File: config.mk
export PLATFORM = sky130hd
export DESIGN_NAME = affine_coord_gen
export DESIGN_NICKNAME = d
export VERILOG_FILES = /design/src/rtl/bg_pkg.sv /design/src/rtl/affine_coord_map.sv /design/src/rtl/affine_coord_gen.sv
export SDC_FILE = /design/constraint.sdc
export NUM_CORES = 1
export LEC_CHECK = 0
export BUFFER_PORTS_ARGS = -buffer_cell sky130_fd_sc_hd__buf_2
export CAP_MARGIN = 20
export CORE_ASPECT_RATIO = 0.9
export CORE_UTILIZATION = 43
export CTS_CLUSTER_SIZE = 40
export DETAILED_ROUTE_END_ITERATION = 10
export GPL_TIMING_DRIVEN = 0
export RECOVER_POWER = 25
export SLEW_MARGIN = 25
export SYNTH_ARGS = -nofsm -noshare
export SYNTH_HDL_FRONTEND = slang
export SYNTH_HIERARCHICAL = 1
export SYNTH_SLANG_ARGS = --single-unit
File: constraint.sdc
create_clock -name clock -period 7.2 [get_ports clock]
set_input_delay 0 -clock clock [delete_from_list [all_inputs] [get_ports clock]]
set_output_delay 0 -clock clock [all_outputs]
set_load 0.05 [all_outputs]
File: src/rtl/bg_pkg.sv
// Shared types and constants for the rotation/scaling background coordinate path.
// Reference points are signed 20.8 fixed point; affine parameters are signed 8.8.
package bg_pkg;
    localparam int REF_W    = 28;
    localparam int COORD_W  = 10;
    localparam int H_PIXELS = 240;
    localparam int INT_W    = REF_W - 8;
    localparam int CNT_W    = 8;

    typedef logic signed [REF_W-1:0] fixed_20_8_t;
    typedef logic signed [15:0]      fixed_8_8_t;

    typedef enum logic [1:0] {
        IDLE = 2'd0,
        LOAD = 2'd1,
        RUN  = 2'd2
    } affine_state_t;

    function automatic fixed_20_8_t sext_param(input fixed_8_8_t p);
        return {{(REF_W-16){p[15]}}, p};
    endfunction
endpackage

File: src/rtl/affine_coord_map.sv
// Maps the signed integer part of one affine axis onto a texel coordinate,
// either wrapped into the background size or flagged when it falls outside it.
module affine_coord_map
    import bg_pkg::*;
(
    input  logic signed [INT_W-1:0] ix_i,
    input  logic [COORD_W-1:0]      max_i,
    input  logic                    wrap_i,
    output logic [COORD_W-1:0]      coord_o,
    output logic                    oor_o
);
    logic signed [INT_W-1:0] max_ext_s;

    // Wrap masks with the power-of-two size; otherwise full-width signed range test.
    always_comb begin
        max_ext_s = {{(INT_W-COORD_W){1'b0}}, max_i};
        if (wrap_i) begin
            coord_o = ix_i[COORD_W-1:0] & max_i;
            oor_o   = 1'b0;
        end else begin
            coord_o = ix_i[COORD_W-1:0];
            oor_o   = ix_i[INT_W-1] | (ix_i > max_ext_s);
        end
    end
endmodule

File: src/rtl/affine_coord_gen.sv
// Affine reference-point stepper streaming one texel coordinate per accepted pixel.
// Optional macro AFFINE_MOSAIC_EN adds horizontal mosaic via mosaic_h.
module affine_coord_gen
    import bg_pkg::*;
(
    input  logic                clock,
    input  logic                reset_n,
    input  logic                ref_x_wr,
    input  fixed_20_8_t         ref_x_in,
    input  logic                ref_y_wr,
    input  fixed_20_8_t         ref_y_in,
    input  fixed_8_8_t          pa,
    input  fixed_8_8_t          pb,
    input  fixed_8_8_t          pc,
    input  fixed_8_8_t          pd,
    input  logic [COORD_W-1:0]  hmax,
    input  logic [COORD_W-1:0]  vmax,
    input  logic                wrap,
`ifdef AFFINE_MOSAIC_EN
    input  logic [3:0]          mosaic_h,
`endif
    input  logic                vblank_start,
    input  logic                line_start,
    input  logic                pix_ready,
    output logic                valid,
    output logic [COORD_W-1:0]  x,
    output logic [COORD_W-1:0]  y,
    output logic                out_of_range,
    output logic                line_done
);
    localparam logic [CNT_W-1:0] LAST_PIX = CNT_W'(H_PIXELS - 1);

    affine_state_t     state_q;
    fixed_20_8_t       bg_x_q, bg_y_q, lx_q, ly_q, cur_x_q, cur_y_q;
    fixed_20_8_t       cur_x_d, cur_y_d;
    logic [CNT_W-1:0]  count_q;
    logic              valid_q, oor_q, line_done_q;
    logic [COORD_W-1:0] x_q, y_q;
    logic              accept_s, last_s, update_s;
    logic [COORD_W-1:0] map_x_s, map_y_s;
    logic              oor_x_s, oor_y_s;
`ifdef AFFINE_MOSAIC_EN
    logic [3:0]        mos_cnt_q, mos_cnt_d;
`endif

    assign accept_s = (state_q == RUN) & valid_q & pix_ready;
    assign last_s   = accept_s & (count_q == LAST_PIX);

    // The mappers see the post-step position so an accepted pixel is replaced in the same edge.
    always_comb begin
        cur_x_d = cur_x_q;
        cur_y_d = cur_y_q;
        if (accept_s) begin
            cur_x_d = cur_x_q + sext_param(pa);
            cur_y_d = cur_y_q + sext_param(pc);
        end else begin
            cur_x_d = cur_x_q;
            cur_y_d = cur_y_q;
        end
    end

    // Decides whether this accept refreshes the emitted coordinate.
    always_comb begin
`ifdef AFFINE_MOSAIC_EN
        mos_cnt_d = (mos_cnt_q == mosaic_h) ? 4'd0 : mos_cnt_q + 4'd1;
        update_s  = (mos_cnt_d == 4'd0);
`else
        update_s  = 1'b1;
`endif
    end

    affine_coord_map u_map_x (
        .ix_i    (cur_x_d[REF_W-1:8]),
        .max_i   (hmax),
        .wrap_i  (wrap),
        .coord_o (map_x_s),
        .oor_o   (oor_x_s)
    );

    affine_coord_map u_map_y (
        .ix_i    (cur_y_d[REF_W-1:8]),
        .max_i   (vmax),
        .wrap_i  (wrap),
        .coord_o (map_y_s),
        .oor_o   (oor_y_s)
    );

    // Reference registers, line FSM and registered pixel outputs.
    always_ff @(posedge clock or negedge reset_n) begin
        if (!reset_n) begin
            state_q     <= IDLE;
            bg_x_q      <= '0;
            bg_y_q      <= '0;
            lx_q        <= '0;
            ly_q        <= '0;
            cur_x_q     <= '0;
            cur_y_q     <= '0;
            count_q     <= '0;
            valid_q     <= 1'b0;
            x_q         <= '0;
            y_q         <= '0;
            oor_q       <= 1'b0;
            line_done_q <= 1'b0;
`ifdef AFFINE_MOSAIC_EN
            mos_cnt_q   <= 4'd0;
`endif
        end else begin
            line_done_q <= 1'b0;

            // CPU write beats the vblank reload, which beats the per-line advance.
            if (ref_x_wr) begin
                bg_x_q <= ref_x_in;
                lx_q   <= ref_x_in;
            end else if (vblank_start) begin
                lx_q <= bg_x_q;
            end else if (last_s) begin
                lx_q <= lx_q + sext_param(pb);
            end else begin
                lx_q <= lx_q;
            end

            if (ref_y_wr) begin
                bg_y_q <= ref_y_in;
                ly_q   <= ref_y_in;
            end else if (vblank_start) begin
                ly_q <= bg_y_q;
            end else if (last_s) begin
                ly_q <= ly_q + sext_param(pd);
            end else begin
                ly_q <= ly_q;
            end

            if (line_start) begin
                state_q <= LOAD;
                cur_x_q <= ref_x_wr ? ref_x_in : lx_q;
                cur_y_q <= ref_y_wr ? ref_y_in : ly_q;
                count_q <= '0;
                valid_q <= 1'b0;
`ifdef AFFINE_MOSAIC_EN
                mos_cnt_q <= 4'd0;
`endif
            end else begin
                case (state_q)
                    IDLE: begin
                        state_q <= IDLE;
                    end
                    LOAD: begin
                        state_q <= RUN;
                        valid_q <= 1'b1;
                        x_q     <= map_x_s;
                        y_q     <= map_y_s;
                        oor_q   <= oor_x_s | oor_y_s;
`ifdef AFFINE_MOSAIC_EN
                        mos_cnt_q <= 4'd0;
`endif
                    end
                    RUN: begin
                        if (accept_s) begin
                            cur_x_q <= cur_x_d;
                            cur_y_q <= cur_y_d;
                            if (last_s) begin
                                valid_q     <= 1'b0;
                                line_done_q <= 1'b1;
                                state_q     <= IDLE;
                            end else begin
                                count_q <= count_q + 8'd1;
                                if (update_s) begin
                                    x_q   <= map_x_s;
                                    y_q   <= map_y_s;
                                    oor_q <= oor_x_s | oor_y_s;
                                end else begin
                                    x_q   <= x_q;
                                end
                            end
`ifdef AFFINE_MOSAIC_EN
                            mos_cnt_q <= mos_cnt_d;
`endif
                        end else begin
                            state_q <= RUN;
                        end
                    end
                    default: begin
                        state_q <= IDLE;
                        valid_q <= 1'b0;
                    end
                endcase
            end
        end
    end

    assign valid        = valid_q;
    assign x            = x_q;
    assign y            = y_q;
    assign out_of_range = oor_q;
    assign line_done    = line_done_q;
endmodule

-- After elaboration in Yosys (flattened, before gate mapping)
Cells that the tools add are included.
- add/sub/neg operators: 5
- $lt $le $gt $ge: 2
- eq/ne operators: 10
- mux-type cells: 45
- bitwise logic cells: 9
- reductions and logical operators: 10
- operator list (operator ; number):
    28-bit 2-to-1 mux ; 16
    28-bit by 16-bit adder with 28-bit output ; 4
    10-bit 2-to-1 mux ; 6
    20-bit by 11-bit greater-than comparator with 1-bit output ; 2
    10-bit one-hot mux with 2 select lines ; 2
    8-bit 2-to-1 mux ; 4
    10-bit bitwise AND ; 2
    1-bit 2-to-1 mux ; 11
    8-bit by 1-bit adder with 8-bit output, second input constant ; 1
    8-bit equality test, second input constant ; 1
    2-bit inequality test, second input constant ; 4
    2-bit 2-to-1 mux ; 3
    3-bit inequality test, second input constant ; 2
    3-bit AND reduction ; 2
    2-bit nonzero test ; 3
    3-bit nonzero test ; 2
    4-bit inequality test, second input constant ; 1
    2-bit one-hot mux with 2 select lines ; 1
    4-bit AND reduction ; 1
    1-bit bitwise AND ; 3
    1-bit OR ; 3
    1-bit one-hot mux with 3 select lines ; 1
    2-bit by 1-bit equality test with 1-bit output, second input constant ; 1
    2-bit equality test, second input constant ; 1
    4 further kinds ; 4
- register bits: 201
- input bits: 148
- output and inout port bits: 23

-- Longest topological paths before layout
- depth after elaboration: 11
- mapped depth: 19

-- Cells and area by module
The synthesis kept the hierarchy.
- by module, submodules not included (module ; instances ; cells each ; area each (um^2)):
    affine_coord_gen ; 1 ; 1776 ; 14571.5
    affine_coord_map ; 2 ; 61 ; 518.0

-- Worst setup path before layout
Ideal clock, no wire load.
- path kind: register -> register
- start point: reg cur_x_q[0]
- end point: reg oor_q (netlist: out_of_range)
- setup time: 141 ps
- arrival time: 3419 ps
- required time: 7059 ps
- setup slack: 3640 ps
- stages on the path, launching flop included: 20
- buffers on the path: 0
- period minus slack after synthesis: 3560 ps
- cells stage by stage: dfrtp_1 > ha_1 > fa_1 > a21o_1 > nand4_1 > o21ai_1 > o311ai_1 > o31ai_1 > a21oi_1 > xnor2_1 > nand2_1 > nand2_1 > ha_1 > a21oi_1 > nand2_1 > a211o_1 > o21ai_1 > a31oi_1 > nor2_1 > o21ai_0
- longest elaborated chain between the ends: 9
- RTL lines (element ; RTL line ; RTL):
    start, declared ; affine_coord_gen.sv:34 ; fixed_20_8_t bg_x_q, bg_y_q, lx_q, ly_q, cur_x_q, cur_y_q;
    start signal, assigned ; affine_coord_gen.sv:135 ; cur_x_q <= ref_x_wr ? ref_x_in : lx_q;
    start signal, assigned ; affine_coord_gen.sv:159 ; cur_x_q <= cur_x_d;
    28-bit by 16-bit adder with 28-bit output * ; affine_coord_gen.sv:54 ; cur_x_d = cur_x_q + sext_param(pa);
    28-bit 2-to-1 mux * ; affine_coord_gen.sv:53 ; if (accept_s) begin
    net cur_x_d[16] ; affine_coord_gen.sv:35 ; fixed_20_8_t cur_x_d, cur_y_d;
    20-bit by 11-bit greater-than comparator with 1-bit output * ; affine_coord_map.sv:22 ; oor_o = ix_i[INT_W-1] | (ix_i > max_ext_s);
    1-bit OR * ; affine_coord_map.sv:22 ;
    1-bit 2-to-1 mux * ; affine_coord_map.sv:17 ; if (wrap_i) begin
    net oor_x_s ; affine_coord_gen.sv:41 ; logic oor_x_s, oor_y_s;
    1-bit OR * ; affine_coord_gen.sv:152, affine_coord_gen.sv:170 ;
    1-bit 2-to-1 mux ; affine_coord_gen.sv:161 ; if (last_s) begin
    1-bit 2-to-1 mux ; affine_coord_gen.sv:158 ; if (accept_s) begin
    1-bit one-hot mux with 2 select lines * ; affine_coord_gen.sv:143 ; case (state_q)
    end signal, assigned ; affine_coord_gen.sv:152 ; oor_q <= oor_x_s | oor_y_s;
    end signal, assigned ; affine_coord_gen.sv:170 ; oor_q <= oor_x_s | oor_y_s;
    end, declared ; affine_coord_gen.sv:37 ; logic valid_q, oor_q, line_done_q;
The timed path passes the listed nets; every way through them passes the cells marked *. The select of a mux whose other input is x is not followed.
A chain may end at the register's enable or synchronous reset.

-- Worst setup path in the final report
- start point: reg state_q[0]
- end point: reg oor_q (netlist: out_of_range)
- longest elaborated chain between the ends: 11
- RTL lines (element ; RTL line ; RTL):
    start, declared ; affine_coord_gen.sv:33 ; affine_state_t state_q;
    start signal, assigned ; affine_coord_gen.sv:91 ; state_q <= IDLE;
    start signal, assigned ; affine_coord_gen.sv:134 ; state_q <= LOAD;
    start signal, assigned ; affine_coord_gen.sv:145 ; state_q <= IDLE;
    2-bit equality test * ; affine_coord_gen.sv:46 ; assign accept_s = (state_q == RUN) & valid_q & pix_ready;
    1-bit bitwise AND * (2 in a row) ; affine_coord_gen.sv:46 ;
    28-bit 2-to-1 mux * ; affine_coord_gen.sv:53 ;
    net cur_x_d[16] ; affine_coord_gen.sv:35 ;
    20-bit by 11-bit greater-than comparator with 1-bit output * ; affine_coord_map.sv:22 ;
    1-bit OR * ; affine_coord_map.sv:22 ;
    1-bit 2-to-1 mux * ; affine_coord_map.sv:17 ;
    net oor_x_s ; affine_coord_gen.sv:41 ;
    1-bit OR * ; affine_coord_gen.sv:152, affine_coord_gen.sv:170 ;
    1-bit 2-to-1 mux ; affine_coord_gen.sv:161 ;
    1-bit 2-to-1 mux ; affine_coord_gen.sv:158 ;
    1-bit one-hot mux with 2 select lines * ; affine_coord_gen.sv:143 ;
Marks and branches as above.

==> out/qor.yml <==
status:
  run_status: "complete, but fails checks"
  failing_checks: "capacitance limit, slew limit"
synthesis:
  synth_enable_flop_cells: 0
  netlist_area_sq_um: 15600
  synthesis.area_per_instance_sq_um: 8.22
  post_synth_inst_count: 1898
  ys_async_sr_fraction_pct: 100
  synthesis.nets: 2202
  ys_seq_elements: 201
  synth.yosys.warnings: 6
  synth_cell_type_count: 66
  synth_top_area_cell: "sky130_fd_sc_hd__dfrtp_1"
  synthMostInstantiatedCell: "sky130_fd_sc_hd__nand2_1"
  synth_top_area_share_pct: 32.2
  netlist_top_cells_area: "sky130_fd_sc_hd__dfrtp_1, sky130_fd_sc_hd__ha_1, sky130_fd_sc_hd__a21oi_1"
  ys_top_cells_by_count: "sky130_fd_sc_hd__nand2_1, sky130_fd_sc_hd__dfrtp_1, sky130_fd_sc_hd__a21oi_1, sky130_fd_sc_hd__ha_1, sky130_fd_sc_hd__o21ai_0"
  yosysSeqAreaShare_pct: 32.2
  synth_flop_cell: "sky130_fd_sc_hd__dfrtp_1"
detailed_routing:
  wl_met3_microns: 3850
  avgRoutedWirePerCell_microns: 20.6
  route.detailed.vias_per_inst: 5.79
  antenna_left: 0
  met2WireLength_microns: 23800
  top_signal_layer_used: "met4"
  detail_route.first_pass.iterations: 5
  dr_total_vias: 15400
  drt_first_iter_violations: 1379
  wl_met1_microns: 25700
  remaining_drc_errors: 0
  wl_microns: 54900
timing:
  fin_tns_setup_ps: 0
  slew_violations: 68
  rsz0062_at_grt: "false"
  min_period_over_period_pct: 59.7
  fin_crit_ps: 4300
  setup_viol: 0
  finalHoldViolCount: 0
  final_clock_skew_ps: 10.9
  fmax_mhz: 233
  timing.slew.headroom_pct: -179
  timing_worst_slew_pin_value_ps: 4180
clock_network:
  cts.repair_timing.setup_buffer_count: 0
  cts_tree: "yes"
  cts_max_level: 1
  cts_repair_resize_count: 0
  cts-buffers-inserted: 26
  worst_skew_pair.late_latency_ps: 550
  cts_buffer_depth: 3
  hold_buffers: 85
  cts-root-buf: "sky130_fd_sc_hd__clkbuf_16"
  clock_sinks: 201
  clock_transition_at_path_regs_ps: 60
hold_path:
  hp-start: "ref_y_wr"
  holdPathStages: 2
  worst_hold_path_type: "in2reg"
  whs_endpoint: "ly_q[8]"
floorplanning:
  die_x_microns: 203
  core-area_sq_um: 35400
  die_height_microns: 183
  floorplan.die_area_sq_um: 37100
  design.portCount: 171
  start_util_pct: 44.1
  placement_rows: 65
finish:
  design.final.nets: 2483
  diodes: 0
  instances_no_fill: 2668
  post_route_cells_drive_above_1_share_pct: 12.0
  area_growth_syn_to_layout_pct: 20.9
critical_path:
  worstSetupPathType: "reg2reg"
  crit_fanout: 10
  regToRegEndpoint: "out_of_range"
  reg2regPathDepth: 16
  cp_data_arrival_time_ps: 4700
  rrSetupSlack_ps: 2900
  worstSetupEndpointType: "register"
  r2r-start: "state_q[0]"
  critical_path.startpoint_type: "register"
  cp_data_required_time_ps: 7610
pwr:
  p_leak_nw: 8.84
  irDropWorstVdd_mv: 0.168
  power-per-cell-area_nw_per_um2: 227
global_routing:
  antenna_found_initial: 1
  largest_net_degree_at_the_start_of_global_routing: 89
  grt.overflow.total: 0
  grt_pass1_vias: 14800
  globalRouteTotalUtil_pct: 29.1
  global_route_wire_length_before_repair_microns: 83700
run:
  timing.max_cap.violations: 1
placement:
  globalplace.congestion: 0.939
  dp_hpwl_microns: 41600
  placed_cells: 2535
  place.port_buffers: 166
[kinds of logic (layout without fill, tap and decap cells)]
kind of cell	after synthesis	in the layout	synth area share, %
AO/OA/AOI/OAI	643	643	25.2
XOR/XNOR	92	92	5.16
adder cells (fa/ha/maj)	156	156	12.7
buffers and inverters	202	503	4.87
flip-flops	201	201	32.2
multiplexers	50	50	3.54
AND/OR/NAND/NOR	554	554	16.2
[critical path, stage by stage (launching register included)]
cell and delay [ps]:
sky130_fd_sc_hd__dfrtp_1 380, sky130_fd_sc_hd__inv_1 80, sky130_fd_sc_hd__ha_1 250, sky130_fd_sc_hd__nand3_1 120
sky130_fd_sc_hd__clkbuf_1 420, sky130_fd_sc_hd__clkbuf_1 600, sky130_fd_sc_hd__clkbuf_1 680, sky130_fd_sc_hd__nand2_1 170
sky130_fd_sc_hd__nand2_1 220, sky130_fd_sc_hd__ha_1 290, sky130_fd_sc_hd__a21oi_1 150, sky130_fd_sc_hd__nand2_1 60
sky130_fd_sc_hd__a211o_1 280, sky130_fd_sc_hd__o21ai_1 170, sky130_fd_sc_hd__a31oi_1 100, sky130_fd_sc_hd__nor2_1 110
sky130_fd_sc_hd__o21ai_0 70
[stage by stage]
step                hold slack (ps)  area (sq um)  setup slack (ps)  total power [mW]  util (%)
floorplan                      -296         15600              3640              2.39         -
global placement                221         17000              2430              2.77      48.1
detailed placement             12.5         17100              2960              2.80      48.3
CTS                            1.00         18900              2950              4.28      53.4
global route                   7.56         18900              2580              4.51      53.3
finish                         6.17         18900              2900              4.28      53.3
[report_power, final]
group          switching (mW)  total, mW  internal [mW]
combinational           0.913       1.49          0.577
clock                   0.545       1.43          0.884
sequential             0.0966       1.36           1.26
[state kept, by name (all words and copies together) (netlist names)]
| name | count |
|---|---|
| bg_x_q | 28 |
| bg_y_q | 28 |
| count_q | 8 |
| cur_x_q | 28 |
| cur_y_q | 28 |
| line_done | 1 |
| lx_q | 28 |
| ly_q | 28 |
| out_of_range | 1 |
| state_q | 2 |
| valid | 1 |
| x | 10 |
| y | 10 |
[how the worst max path moves through the flow]
| stage | startpoint | to | cells after the start |
|---|---|---|---|
| floorplan | cur_x_q[0] | out_of_range | 19 |
| global placement | reset_n | bg_x_q[6] | 1 |
| detailed placement | state_q[0] | out_of_range | 16 |
| CTS | state_q[0] | out_of_range | 16 |
| global route | cur_x_q[0] | out_of_range | 19 |
| finish | state_q[0] | out_of_range | 16 |
[layout by cell type (no fill, tap or decap), types with 6 or more instances in the layout]
master / Yosys / layout
sky130_fd_sc_hd__dlygate4sd3_1: 0 / 85
sky130_fd_sc_hd__o21ai_0: 121 / 121
sky130_fd_sc_hd__nor2b_1: 18 / 18
sky130_fd_sc_hd__nand4_1: 24 / 24
sky130_fd_sc_hd__clkinv_2: 0 / 7
sky130_fd_sc_hd__o21a_1: 26 / 26
sky130_fd_sc_hd__o221ai_1: 17 / 17
sky130_fd_sc_hd__a21oi_1: 182 / 182
sky130_fd_sc_hd__a21o_1: 46 / 46
sky130_fd_sc_hd__nand2_1: 240 / 240
sky130_fd_sc_hd__a31oi_1: 43 / 43
sky130_fd_sc_hd__nor2_1: 109 / 109
sky130_fd_sc_hd__and3_1: 27 / 27
sky130_fd_sc_hd__a211oi_1: 27 / 27
sky130_fd_sc_hd__ha_1: 152 / 152
sky130_fd_sc_hd__o31ai_1: 20 / 20
sky130_fd_sc_hd__a22oi_1: 10 / 10
sky130_fd_sc_hd__nand3_1: 42 / 42
sky130_fd_sc_hd__o211ai_1: 18 / 18
sky130_fd_sc_hd__nor3_1: 21 / 21
sky130_fd_sc_hd__a211o_1: 7 / 7
sky130_fd_sc_hd__or3_1: 11 / 11
sky130_fd_sc_hd__and2_1: 10 / 10
sky130_fd_sc_hd__mux2i_1: 8 / 8
sky130_fd_sc_hd__clkbuf_1: 78 / 85
sky130_fd_sc_hd__clkbuf_16: 0 / 26
sky130_fd_sc_hd__o21ai_1: 67 / 67
sky130_fd_sc_hd__o21bai_1: 11 / 11
sky130_fd_sc_hd__xnor2_1: 48 / 48
sky130_fd_sc_hd__nor4_1: 7 / 7
sky130_fd_sc_hd__dfrtp_1: 201 / 201
sky130_fd_sc_hd__a41oi_1: 6 / 6
sky130_fd_sc_hd__inv_1: 113 / 113
sky130_fd_sc_hd__buf_2: 2 / 167
sky130_fd_sc_hd__xor2_1: 44 / 44
sky130_fd_sc_hd__mux2_2: 42 / 42
sky130_fd_sc_hd__nand2b_1: 31 / 31
sky130_fd_sc_hd__o22ai_1: 8 / 8
[area by class of cell]
| type | count | area [sq um] |
|---|---|---|
| Fill cell | 3433 | 16500 |
| Multi-Input combinational cell | 1495 | 9820 |
| Sequential cell | 201 | 5030 |
| Timing Repair Buffer | 253 | 1740 |
| Clock buffer | 33 | 717 |
| Tap cell | 469 | 587 |
| Inverter | 114 | 428 |
| Buffer | 88 | 333 |
| Clock inverter | 15 | 218 |
[layer usage]
| metal | vias up | global-route usage (%) |
|---|---|---|
| met2 | 588 | 44.6 |
| met5 | - | 0 |
| met3 | 89 | 4.51 |
| met4 | 0 | 8.57 |
| li1 | 7405 | - |
| met1 | 7363 | 42.2 |
No activity file was read; power rests on OpenSTA's default activity.
